## config.mk

```make
export PLATFORM = sky130hd
export DESIGN_NAME = round_sequencer
export DESIGN_NICKNAME = d
export VERILOG_FILES = /design/src/rtl/round_sequencer_pkg.sv /design/src/rtl/round_sequencer_cycle_timer.sv /design/src/rtl/round_sequencer.sv
export SDC_FILE = /design/constraint.sdc
export NUM_CORES = 1
export LEC_CHECK = 0
export ABC_AREA = 1
export CAP_MARGIN = 40
export CORE_MARGIN = 4
export CORE_UTILIZATION = 61
export CTS_CLUSTER_DIAMETER = 50
export DETAILED_ROUTE_END_ITERATION = 8
export GPL_TIMING_DRIVEN = 0
export HOLD_SLACK_MARGIN = 0.06
export PLACE_DENSITY = 0.93
export SYNTH_ARGS = -nofsm -noshare
export SYNTH_HDL_FRONTEND = slang
export SYNTH_HIERARCHICAL = 1
export SYNTH_SLANG_ARGS = --single-unit
```

## constraint.sdc

```tcl
create_clock -name clk -period 8.2 [get_ports clk]
set_clock_uncertainty 0.2 [all_clocks]
set_input_delay 1.23 -clock clk [delete_from_list [all_inputs] [get_ports clk]]
set_output_delay 1.23 -clock clk [all_outputs]
set_load 0.02 [all_outputs]
```

## src/rtl/round_sequencer_pkg.sv

```systemverilog
// Shared definitions for the memory-game round controller: state codes,
// one-hot note constants and note-sequence helpers.
package round_sequencer_pkg;

  localparam int unsigned NOTE_W  = 4;
  localparam int unsigned MAX_LEN = 8;
  localparam int unsigned SEQ_W   = NOTE_W * MAX_LEN;
  localparam int unsigned IDX_W   = 4;

  localparam logic [NOTE_W-1:0] NOTE_0 = 4'b0001;
  localparam logic [NOTE_W-1:0] NOTE_1 = 4'b0010;
  localparam logic [NOTE_W-1:0] NOTE_2 = 4'b0100;
  localparam logic [NOTE_W-1:0] NOTE_3 = 4'b1000;

  typedef enum logic [3:0] {
    ST_IDLE         = 4'd0,
    ST_LOAD         = 4'd1,
    ST_PLAY_ON      = 4'd2,
    ST_PLAY_GAP     = 4'd3,
    ST_WAIT_KEY     = 4'd4,
    ST_WAIT_RELEASE = 4'd5,
    ST_WON          = 4'd6,
    ST_LOST         = 4'd7,
    ST_GAME_OVER    = 4'd8
  } state_t;

  // Note idx lives in the idx-th nibble counted from the MSB end.
  function automatic logic [NOTE_W-1:0] note_at(input logic [SEQ_W-1:0] seq,
                                                input logic [IDX_W-1:0] idx);
    logic [SEQ_W-1:0] shifted;
    shifted = seq << {idx, 2'b00};
    return shifted[SEQ_W-1 -: NOTE_W];
  endfunction

  function automatic logic [IDX_W-1:0] clamp_len(input logic [IDX_W-1:0] len);
    return (len > IDX_W'(MAX_LEN)) ? IDX_W'(MAX_LEN) : len;
  endfunction

endpackage

```

## src/rtl/round_sequencer_cycle_timer.sv

```systemverilog
// Loadable down-counter shared by the note, gap and key-timeout phases.
module round_sequencer_cycle_timer #(
  parameter int unsigned W = 32
) (
  input  logic         clk,
  input  logic         reset,
  input  logic         load,
  input  logic [W-1:0] load_value,
  input  logic         enable,
  output logic         expired
);

  logic [W-1:0] count;

  always_ff @(posedge clk) begin
    if (reset) begin
      count <= '0;
    end else if (load) begin
      count <= load_value;
    end else if (enable && (count != '0)) begin
      count <= count - W'(1);
    end
  end

  assign expired = (count == '0);

endmodule

```

## src/rtl/round_sequencer.sv

```systemverilog
// Round-level controller: plays a latched note sequence, checks the player's
// responses with a per-note timeout, and tracks lives and score.
module round_sequencer
  import round_sequencer_pkg::*;
#(
  parameter int unsigned NOTE_CYCLES    = 4,
  parameter int unsigned GAP_CYCLES     = 2,
  parameter int unsigned TIMEOUT_CYCLES = 16,
  parameter int unsigned LIVES          = 3
) (
  input  logic              clk,
  input  logic              reset,
  input  logic              start,
  input  logic [SEQ_W-1:0]  level_data,
  input  logic [IDX_W-1:0]  level_length,
  input  logic [NOTE_W-1:0] note_inputs,
  output logic [NOTE_W-1:0] note_outputs,
  output logic              busy,
  output logic              round_won,
  output logic              round_lost,
  output logic [1:0]        lives,
  output logic [7:0]        score,
  output logic [3:0]        state_code
);

  localparam int unsigned TW = 32;

  state_t             state;
  state_t             next_c;
  logic [SEQ_W-1:0]   seq_q;
  logic [IDX_W-1:0]   len_q;
  logic [IDX_W-1:0]   index;
  logic               replay;

  logic [SEQ_W-1:0]   load_seq_c;
  logic [IDX_W-1:0]   load_len_c;
  logic [IDX_W-1:0]   idx_inc_c;
  logic [NOTE_W-1:0]  note_c;
  logic               tmr_load_c;
  logic               tmr_enable_c;
  logic [TW-1:0]      tmr_value_c;
  logic               expired;

  // A replay after a loss reuses the latched level instead of the live inputs.
  always_comb begin
    next_c     = state;
    load_seq_c = replay ? seq_q : level_data;
    load_len_c = replay ? len_q : clamp_len(level_length);
    note_c     = note_at(seq_q, index);
    idx_inc_c  = index + IDX_W'(1);
    case (state)
      ST_IDLE:         if (start) next_c = ST_LOAD;
      ST_LOAD:         next_c = (load_len_c == '0) ? ST_WON : ST_PLAY_ON;
      ST_PLAY_ON:      if (expired) next_c = ST_PLAY_GAP;
      ST_PLAY_GAP: begin
        if (expired) next_c = (index == len_q - IDX_W'(1)) ? ST_WAIT_KEY : ST_PLAY_ON;
      end
      ST_WAIT_KEY: begin
        if (note_inputs != '0) next_c = (note_inputs == note_c) ? ST_WAIT_RELEASE : ST_LOST;
        else if (expired)      next_c = ST_LOST;
      end
      ST_WAIT_RELEASE: begin
        if (note_inputs == '0) next_c = (idx_inc_c == len_q) ? ST_WON : ST_WAIT_KEY;
      end
      ST_WON:          next_c = ST_IDLE;
      ST_LOST:         next_c = (lives == 2'd1) ? ST_GAME_OVER : ST_LOAD;
      ST_GAME_OVER:    next_c = ST_GAME_OVER;
      default:         next_c = ST_IDLE;
    endcase
  end

  // Timer reloads on every state change with the new phase length minus one.
  always_comb begin
    tmr_value_c = '0;
    case (next_c)
      ST_PLAY_ON:  tmr_value_c = TW'(NOTE_CYCLES - 1);
      ST_PLAY_GAP: tmr_value_c = TW'(GAP_CYCLES - 1);
      ST_WAIT_KEY: tmr_value_c = TW'(TIMEOUT_CYCLES - 1);
      default:     tmr_value_c = '0;
    endcase
  end

  assign tmr_load_c   = (next_c != state);
  assign tmr_enable_c = (state == ST_PLAY_ON) || (state == ST_PLAY_GAP) ||
                        (state == ST_WAIT_KEY);

  round_sequencer_cycle_timer #(.W(TW)) u_timer (
    .clk        (clk),
    .reset      (reset),
    .load       (tmr_load_c),
    .load_value (tmr_value_c),
    .enable     (tmr_enable_c),
    .expired    (expired)
  );

  always_ff @(posedge clk) begin
    if (reset) begin
      state      <= ST_IDLE;
      seq_q      <= '0;
      len_q      <= '0;
      index      <= '0;
      replay     <= 1'b0;
      lives      <= 2'(LIVES);
      score      <= '0;
      round_won  <= 1'b0;
      round_lost <= 1'b0;
      busy       <= 1'b0;
    end else begin
      state      <= next_c;
      round_won  <= (next_c == ST_WON);
      round_lost <= (next_c == ST_LOST);
      busy       <= (next_c != ST_IDLE) && (next_c != ST_GAME_OVER);
      case (state)
        ST_IDLE: replay <= 1'b0;
        ST_LOAD: begin
          seq_q <= load_seq_c;
          len_q <= load_len_c;
          index <= '0;
        end
        ST_PLAY_GAP: begin
          if (expired) index <= (next_c == ST_WAIT_KEY) ? '0 : idx_inc_c;
        end
        ST_WAIT_RELEASE: begin
          if (note_inputs == '0) index <= idx_inc_c;
        end
        ST_WON: begin
          if (score != 8'hFF) score <= score + 8'd1;
        end
        ST_LOST: begin
          lives  <= lives - 2'd1;
          replay <= 1'b1;
        end
        default: ;
      endcase
    end
  end

  // LEDs show the current note while playing and echo the keys while answering.
  always_comb begin
    note_outputs = '0;
    case (state)
      ST_PLAY_ON:                   note_outputs = note_c;
      ST_WAIT_KEY, ST_WAIT_RELEASE: note_outputs = note_inputs;
      default:                      note_outputs = '0;
    endcase
  end

  assign state_code = state;

endmodule

```

==> flow_metrics.py, run 1 <==
metrics = {
    "power": {
        "sw_frac_of_total": 0.435,
        "p_switching_w": 0.000666,
        "p_clk_frac": 0.195,
        "combPwrFrac": 0.435,
        "power_density_mw_per_mm2": 236,
        "pwr-share-seq": 0.371,
        "power.internal_w": 0.000867,
        "ir_worst_vdd_mv": 0.103,
        "power.leakage_nw": 2.85,
    },
    "cts": {
        "h-tree-depth": 3,
        "clock-sinks": 90,
        "cts-buffers-inserted": 9,
        "post_cts_resize_count": 0,
        "hold_buffers": 0,
        "cts.clk_slew.worst_paths_ps": 90,
        "clk_latency_ps": 370,
        "cts_root_buf": "clkbuf_8",
        "cts_tree": "done",
        "clk_path_buf_depth": 2,
        "postCtsSetupRepairBufs": 0,
    },
    "yosys": {
        "yosys_warnings": 6,
        "synth.yosys.seq_area_share": 0.330,
        "synth.avg_cell_area_um2": 6.46,
        "postSynthCellCount": 845,
        "syn-cell-area_mm2": 0.00546,
        "ys_types": 40,
        "synth-main-ff-cell": "dfxtp_1",
        "synth-seq-cells": 90,
        "ys_async_sr_fraction": 0,
        "synth_edf_count": 0,
    },
    "grt": {
        "grt_overflow": 0,
        "grt_pass1_vias": 5343,
        "grtUsageTotal": 0.282,
        "grt_pass1_wl_mm": 23.9,
        "grt_max_degree": 17,
        "grt_antenna_before_repair": 0,
    },
    "sta": {
        "finalHoldViolCount": 0,
        "setup_tns_ps": 0,
        "rsz0062_at_grt": "no",
        "worst_pin_slew_ps": 582,
        "post-route-period-util": 0.507,
        "min_period_ps": 4150,
        "slew_headroom": 0.610,
        "maxSlewViolCount": 0,
        "fmax_mhz": 241,
        "setup_viol_count_final": 0,
    },
    "detailed_routing": {
        "routedWlPerCell_um": 13.4,
        "drt_wl_total_mm": 14.2,
        "drt_iter0_drc": 305,
        "via_count": 5645,
        "firstDrtPassIters": 4,
        "route.detailed.drc": 0,
        "vias_per_cell": 5.34,
        "antenna_left": 0,
    },
    "setup_path": {
        "path_max_fanout": 3,
        "critPathArrivalTime_ps": 2720,
        "path_class": "input pin to output port",
        "worstPathRequired_ps": 6770,
        "cpMostUsedCell": "clkdlybuf4s50_1",
        "crit_path_cell_trace": "clkdlybuf4s50_1, inv_1, o22ai_1, clkdlybuf4s50_1",
        "critPathCaptureType": "output port",
        "setup.worst_path.start_class": "input pin",
        "cpMaxStageDelayCell": "clkdlybuf4s50_1",
        "slowest_delay_ps": 650,
    },
    "place": {
        "io_buffers": 62,
        "gp_congestion": 0.926,
        "place_hpwl_mm": 10.7,
    },
    "cells_and_area": {
        "final_util": 0.746,
        "n_antenna_cell": 0,
        "regArea_mm2": 0.00180,
        "n_fill_cell": 710,
        "nNetsFinal": 993,
        "most-common-layout-cells": "176 x nand2_1, 158 x nor2_1, 90 x dfxtp_1",
        "drive_gt1_frac": 0.0863,
        "area_growth_pct": 19.1,
        "final_common_cell": "nand2_1",
        "multi_input_area_mm2": 0.00325,
    },
    "job": {
        "maxCapViolCount": 0,
    },
    "outcome": {
        "status": "complete, no violations",
    },
    "floorplan": {
        "die_w_um": 103,
        "core_mm2": 0.00872,
        "start_util": 0.626,
        "die_h_um": 103,
        "placementRows": 34,
        "ios": 64,
        "dieArea_mm2": 0.0105,
    },
    "worst_hold_path": {
        "hp-class": "flip-flop to flip-flop",
    },
}
[power groups by stage]
stage          combinational, W  clock (W)  sequential (W)
2_1_floorplan          0.000509          0        0.000564
4_1_cts                0.000658   0.000299        0.000567
6_report               0.000666   0.000299        0.000568
5_1_grt                0.000751   0.000318        0.000578
3_3_place_gp           0.000635          0        0.000574
3_5_place_dp           0.000654          0        0.000576
[layer usage]
metal,vias to the layer above,GRT usage,share of wire
li1,2894,-,-
met1,2508,0.349,0.42
met2,210,0.485,0.49
met3,33,0.0474,0.066
met4,0,0.117,0.027
met5,-,0,0
[worst paths after layout]
| check | to | depth (start not counted) | slack (ps) | start |
|---|---|---|---|---|
| worst max register to register | u_timer/count[2]$_SDFFE_PP0P_ | 19 | 4240 | u_timer/count[0]$_SDFFE_PP0P_ |
| worst min-delay path | seq_q[30]$_SDFFE_PP0P_ | 2 | 260 | seq_q[30]$_SDFFE_PP0P_ |
| worst max-delay path | note_outputs[3] | 4 | 4050 | note_inputs[3] |
| worst min register to register | seq_q[30]$_SDFFE_PP0P_ | 2 | 260 | seq_q[30]$_SDFFE_PP0P_ |
[synthesized netlist by cell type, drive strengths merged (2+ instances only)]
cell type,number,area share
nand2,184,0.13
nor2,172,0.13
dfxtp,90,0.33
inv,90,0.062
o21ai,69,0.065
nand3,68,0.063
a21oi,54,0.051
xor2,20,0.032
clkbuf,18,0.012
nor3,18,0.029
buf,12,0.018
nand4,12,0.015
xnor2,7,0.011
ha,5,0.011
o211ai,5,0.0069
o21bai,5,0.0069
o22ai,4,0.0046
nor3b,2,0.0027
o21a,2,0.0027
or2,2,0.0023
[cell families (layout without fill, tap and decap cells)]
family	after synthesis	in the layout	share of synthesized area
simple gates	459	459	0.377
compound gates	142	142	0.144
buf+inv	121	199	0.0934
flops	90	90	0.330
xor+xnor	27	27	0.0433
fa+ha+maj	5	5	0.0115
other cells	1	28	0.000686
[per-stage QoR]
stage                     hold WS [ps]  instance area, µm²  total power [W]  worst slack [ps]  instances
after floorplan                    229                5560          0.00107              4830        872
after global placement             241                6320          0.00121              3720       1042
after detailed placement           245                6320          0.00123              3720       1042
after CTS                          260                6510          0.00152              4060       1058
after global routing               283                6510          0.00165              3810       1058
final                              261                6510          0.00153              4050       1058
[worst max-delay path: cells and delay by family]
family	cells	cell delay [ps]
AO/OA/AOI/OAI	1	240
buffers and inverters	3	1250
[registers in the layout, indices dropped and copies added (netlist names)]
register,count
seq_q,32
u_timer/count,32
score,8
index,4
len_q,4
state_code,4
lives,2
busy,1
replay,1
round_lost,1
round_won,1
[area by class of cell]
| cell class | instances | area share |
|---|---|---|
| multi-input cells | 661 | 0.500 |
| flip-flops and latches | 90 | 0.277 |
| repair buffers | 62 | 0.0954 |
| inverters | 91 | 0.0533 |
| plain buffers | 30 | 0.0252 |
| clock buffers | 10 | 0.0212 |
| well taps | 108 | 0.0208 |
| clock inverters | 6 | 0.00750 |
Power figures use the tool's default switching activity.
==> run 2, diff against run 1 <==
Settings changed: CORE_UTILIZATION 61 to 51, PLACE_DENSITY 0.93 to 0.84.
Clock period 8.2 ns to 3.5 ns, I/O delays scaled along.
==> run 2 against run 1 <==
Hold slack worse by 1.6 ps. Die area increased by 18%. Cell count rose by 3.2%. First-iteration DRC count is 14% higher. Clock-buffer cell count unchanged. Global-route usage decreased by 5.2 points. Critical path type is now flip-flop to flip-flop. Largest cell class unchanged.
==> flow_metrics.py, run 2 (same netlist as run 1, synthesis figures left out) <==
metrics = {
    "grt": {
        "grt_max_degree": 17,
        "grt_pass1_vias": 5163,
        "grtUsageTotal": 0.230,
        "grt_antenna_before_repair": 0,
        "grt_pass1_wl_mm": 23.9,
        "grt_overflow": 0,
    },
    "cts": {
        "clk_path_buf_depth": 2,
        "cts.clk_slew.worst_paths_ps": 90,
        "h-tree-depth": 3,
        "cts-buffers-inserted": 9,
        "cts_root_buf": "clkbuf_8",
        "clock-sinks": 90,
        "clk_latency_ps": 380,
        "cts_tree": "done",
        "hold_buffers": 0,
    },
    "setup_path": {
        "path_delay_family": "simple AND/OR/NAND/NOR gates",
        "slowest_delay_ps": 320,
        "setup.worst_path.start_class": "flip-flop",
        "critPathArrivalTime_ps": 3340,
        "worst-path-buf-inv": 5,
        "crit_path_cell_trace": "inv_1, ha_4, nand2_4, nor2_8, nand2_1, nor3_1, nand2_1, nor2_4, nor2_1, inv_2, o211ai_1, o21ai_0, o311ai_0, buf_4, clkinvlp_4, buf_2, o21ai_0, nor3_2",
        "cpMaxStageDelayCell": "dfxtp_1",
        "path_class": "flip-flop to flip-flop",
        "r2r_cells": 18,
        "r2r_end": "u_timer/count[16]$_SDFFE_PP0P_",
        "path_max_fanout": 10,
        "critPathCaptureType": "flip-flop",
        "worstPathRequired_ps": 3600,
        "r2r_start": "u_timer/count[0]$_SDFFE_PP0P_",
        "worst-r2r-setup-slack_ps": 260,
    },
    "sta": {
        "whs_ps": 259,
        "worst_pin_slew_ps": 590,
        "finalHoldViolCount": 0,
        "maxSlewViolCount": 0,
        "rsz0062_at_grt": "no",
        "fin_ws_ps": 260,
        "post-route-period-util": 0.926,
        "slew_headroom": 0.604,
        "fmax_mhz": 309,
        "min_period_ps": 3240,
        "setup_viol_count_final": 0,
        "setup_tns_ps": 0,
    },
    "floorplan": {
        "placementRows": 37,
        "ios": 64,
        "dieArea_mm2": 0.0124,
        "start_util": 0.527,
        "die_h_um": 111,
        "die_w_um": 111,
        "core_mm2": 0.0104,
    },
    "power": {
        "power.leakage_nw": 2.90,
        "ir_worst_vdd_mv": 0.342,
        "power_density_mw_per_mm2": 555,
    },
    "detailed_routing": {
        "routedWlPerCell_um": 12.9,
        "firstDrtPassIters": 5,
        "drt_wl_total_mm": 14.1,
        "drt_iter0_drc": 347,
        "vias_per_cell": 5.13,
        "via_count": 5597,
        "route.detailed.drc": 0,
        "antenna_left": 0,
    },
    "cells_and_area": {
        "nNetsFinal": 999,
        "drive_gt1_frac": 0.0983,
        "reg_top3": "seq_q x32, u_timer/count x32, score x8",
        "fin_cells": 1092,
        "n_antenna_cell": 0,
        "final_common_cell": "nand2_1",
        "most-common-layout-cells": "176 x nand2_1, 157 x nor2_1, 90 x dfxtp_1",
        "area_growth_pct": 21.5,
    },
    "outcome": {
        "status": "complete, no violations",
    },
    "worst_hold_path": {
        "min_delay_path_depth": 2,
        "worstHoldStart": "seq_q[10]$_SDFFE_PP0P_",
        "min_to": "seq_q[10]$_SDFFE_PP0P_",
        "hp-class": "flip-flop to flip-flop",
    },
    "place": {
        "place_hpwl_mm": 10.8,
        "dp.cells": 1070,
        "pre_cts_ws_ps": -390,
        "io_buffers": 62,
        "gp_congestion": 0.943,
    },
    "job": {
        "maxCapViolCount": 0,
    },
}
-- run 2: worst max-delay path by stage --
stage | startpoint | endpoint | slack [ps] | cells after the start
global route | u_timer/count[0]$_SDFFE_PP0P_ | u_timer/count[27]$_SDFFE_PP0P_ | 0.04 | 21
finish | u_timer/count[0]$_SDFFE_PP0P_ | u_timer/count[16]$_SDFFE_PP0P_ | 260 | 18
global placement | u_timer/count[0]$_SDFFE_PP0P_ | u_timer/count[3]$_SDFFE_PP0P_ | -330 | 19
detailed placement | u_timer/count[0]$_SDFFE_PP0P_ | u_timer/count[20]$_SDFFE_PP0P_ | -390 | 21
floorplan | u_timer/count[0]$_SDFFE_PP0P_ | u_timer/count[22]$_SDFFE_PP0P_ | 310 | 21
CTS | u_timer/count[0]$_SDFFE_PP0P_ | u_timer/count[10]$_SDFFE_PP0P_ | 70 | 18
-- run 2: area by class of cell --
type | instances | area, µm²
repair buffers | 68 | 666
plain buffers | 30 | 176
flip-flops and latches | 90 | 1800
clock inverters | 6 | 71.3
clock buffers | 10 | 128
fillers | 979 | 3730
inverters | 91 | 350
well taps | 136 | 170
multi-input cells | 661 | 3270
-- run 2: routing by layer --
layer	global-route usage	routed length, µm	up-vias
li1	-	-	2905
met1	0.286	6170	2509
met2	0.394	6860	155
met3	0.0549	745	28
met4	0.0738	330	0
met5	0	0	-
-- run 2: worst reg2reg max path, stage by stage (launching register included) --
cell and delay [ps]:
dfxtp_1 320, inv_1 120, ha_4 200, nand2_4 80, nor2_8 170, nand2_1 120
nor3_1 170, nand2_1 120, nor2_4 150, nor2_1 90, inv_2 70, o211ai_1 120
o21ai_0 220, o311ai_0 160, buf_4 190, clkinvlp_4 120, buf_2 230, o21ai_0 130
nor3_2 200
-- run 2: timing repair --
action / 4_1_cts / 5_1_grt
endpoints found under the setup margin: 32 / 32
pin swaps: 1 / 2
gates cloned: 0 / 0
resized for setup: 7 / 10
setup buffers: 1 / 5
-- run 2: power by group --
part	switching (W)	internal, W	total (W)	leakage, nW
sequential	0.000148	0.00118	0.00133	0.738
clock	0.000405	0.000339	0.000745	0.0992
combinational	0.00100	0.000605	0.00161	2.06
total	0.00156	0.00213	0.00368	2.90
-- run 2: through the flow --
step	instance area, µm²	total power (W)	utilization
CTS	6570	0.00363	0.634
global route	6640	0.00397	0.640
finish	6640	0.00368	0.640
floorplan	5560	0.00251	-
global placement	6350	0.00284	0.613
detailed placement	6350	0.00288	0.613
==> run 3, diff against run 2 <==
--- a/config.mk
+++ b/config.mk
@@ -8,3 +8,2 @@
 export ABC_AREA = 1
-export CAP_MARGIN = 40
 export CORE_MARGIN = 4
--- a/constraint.sdc
+++ b/constraint.sdc
@@ -4,2 +4,2 @@
 set_output_delay 0.525 -clock clk [all_outputs]
-set_load 0.02 [all_outputs]
+set_load 0.005 [all_outputs]
==> results of run 3 <==
Same layout as run 2 (identical final DEF). Status: complete, no violations.
Main changes from that run: total power 0.00368 W -> 0.00367 W; worst IR drop on VDD 0.342 mV -> 0.338 mV
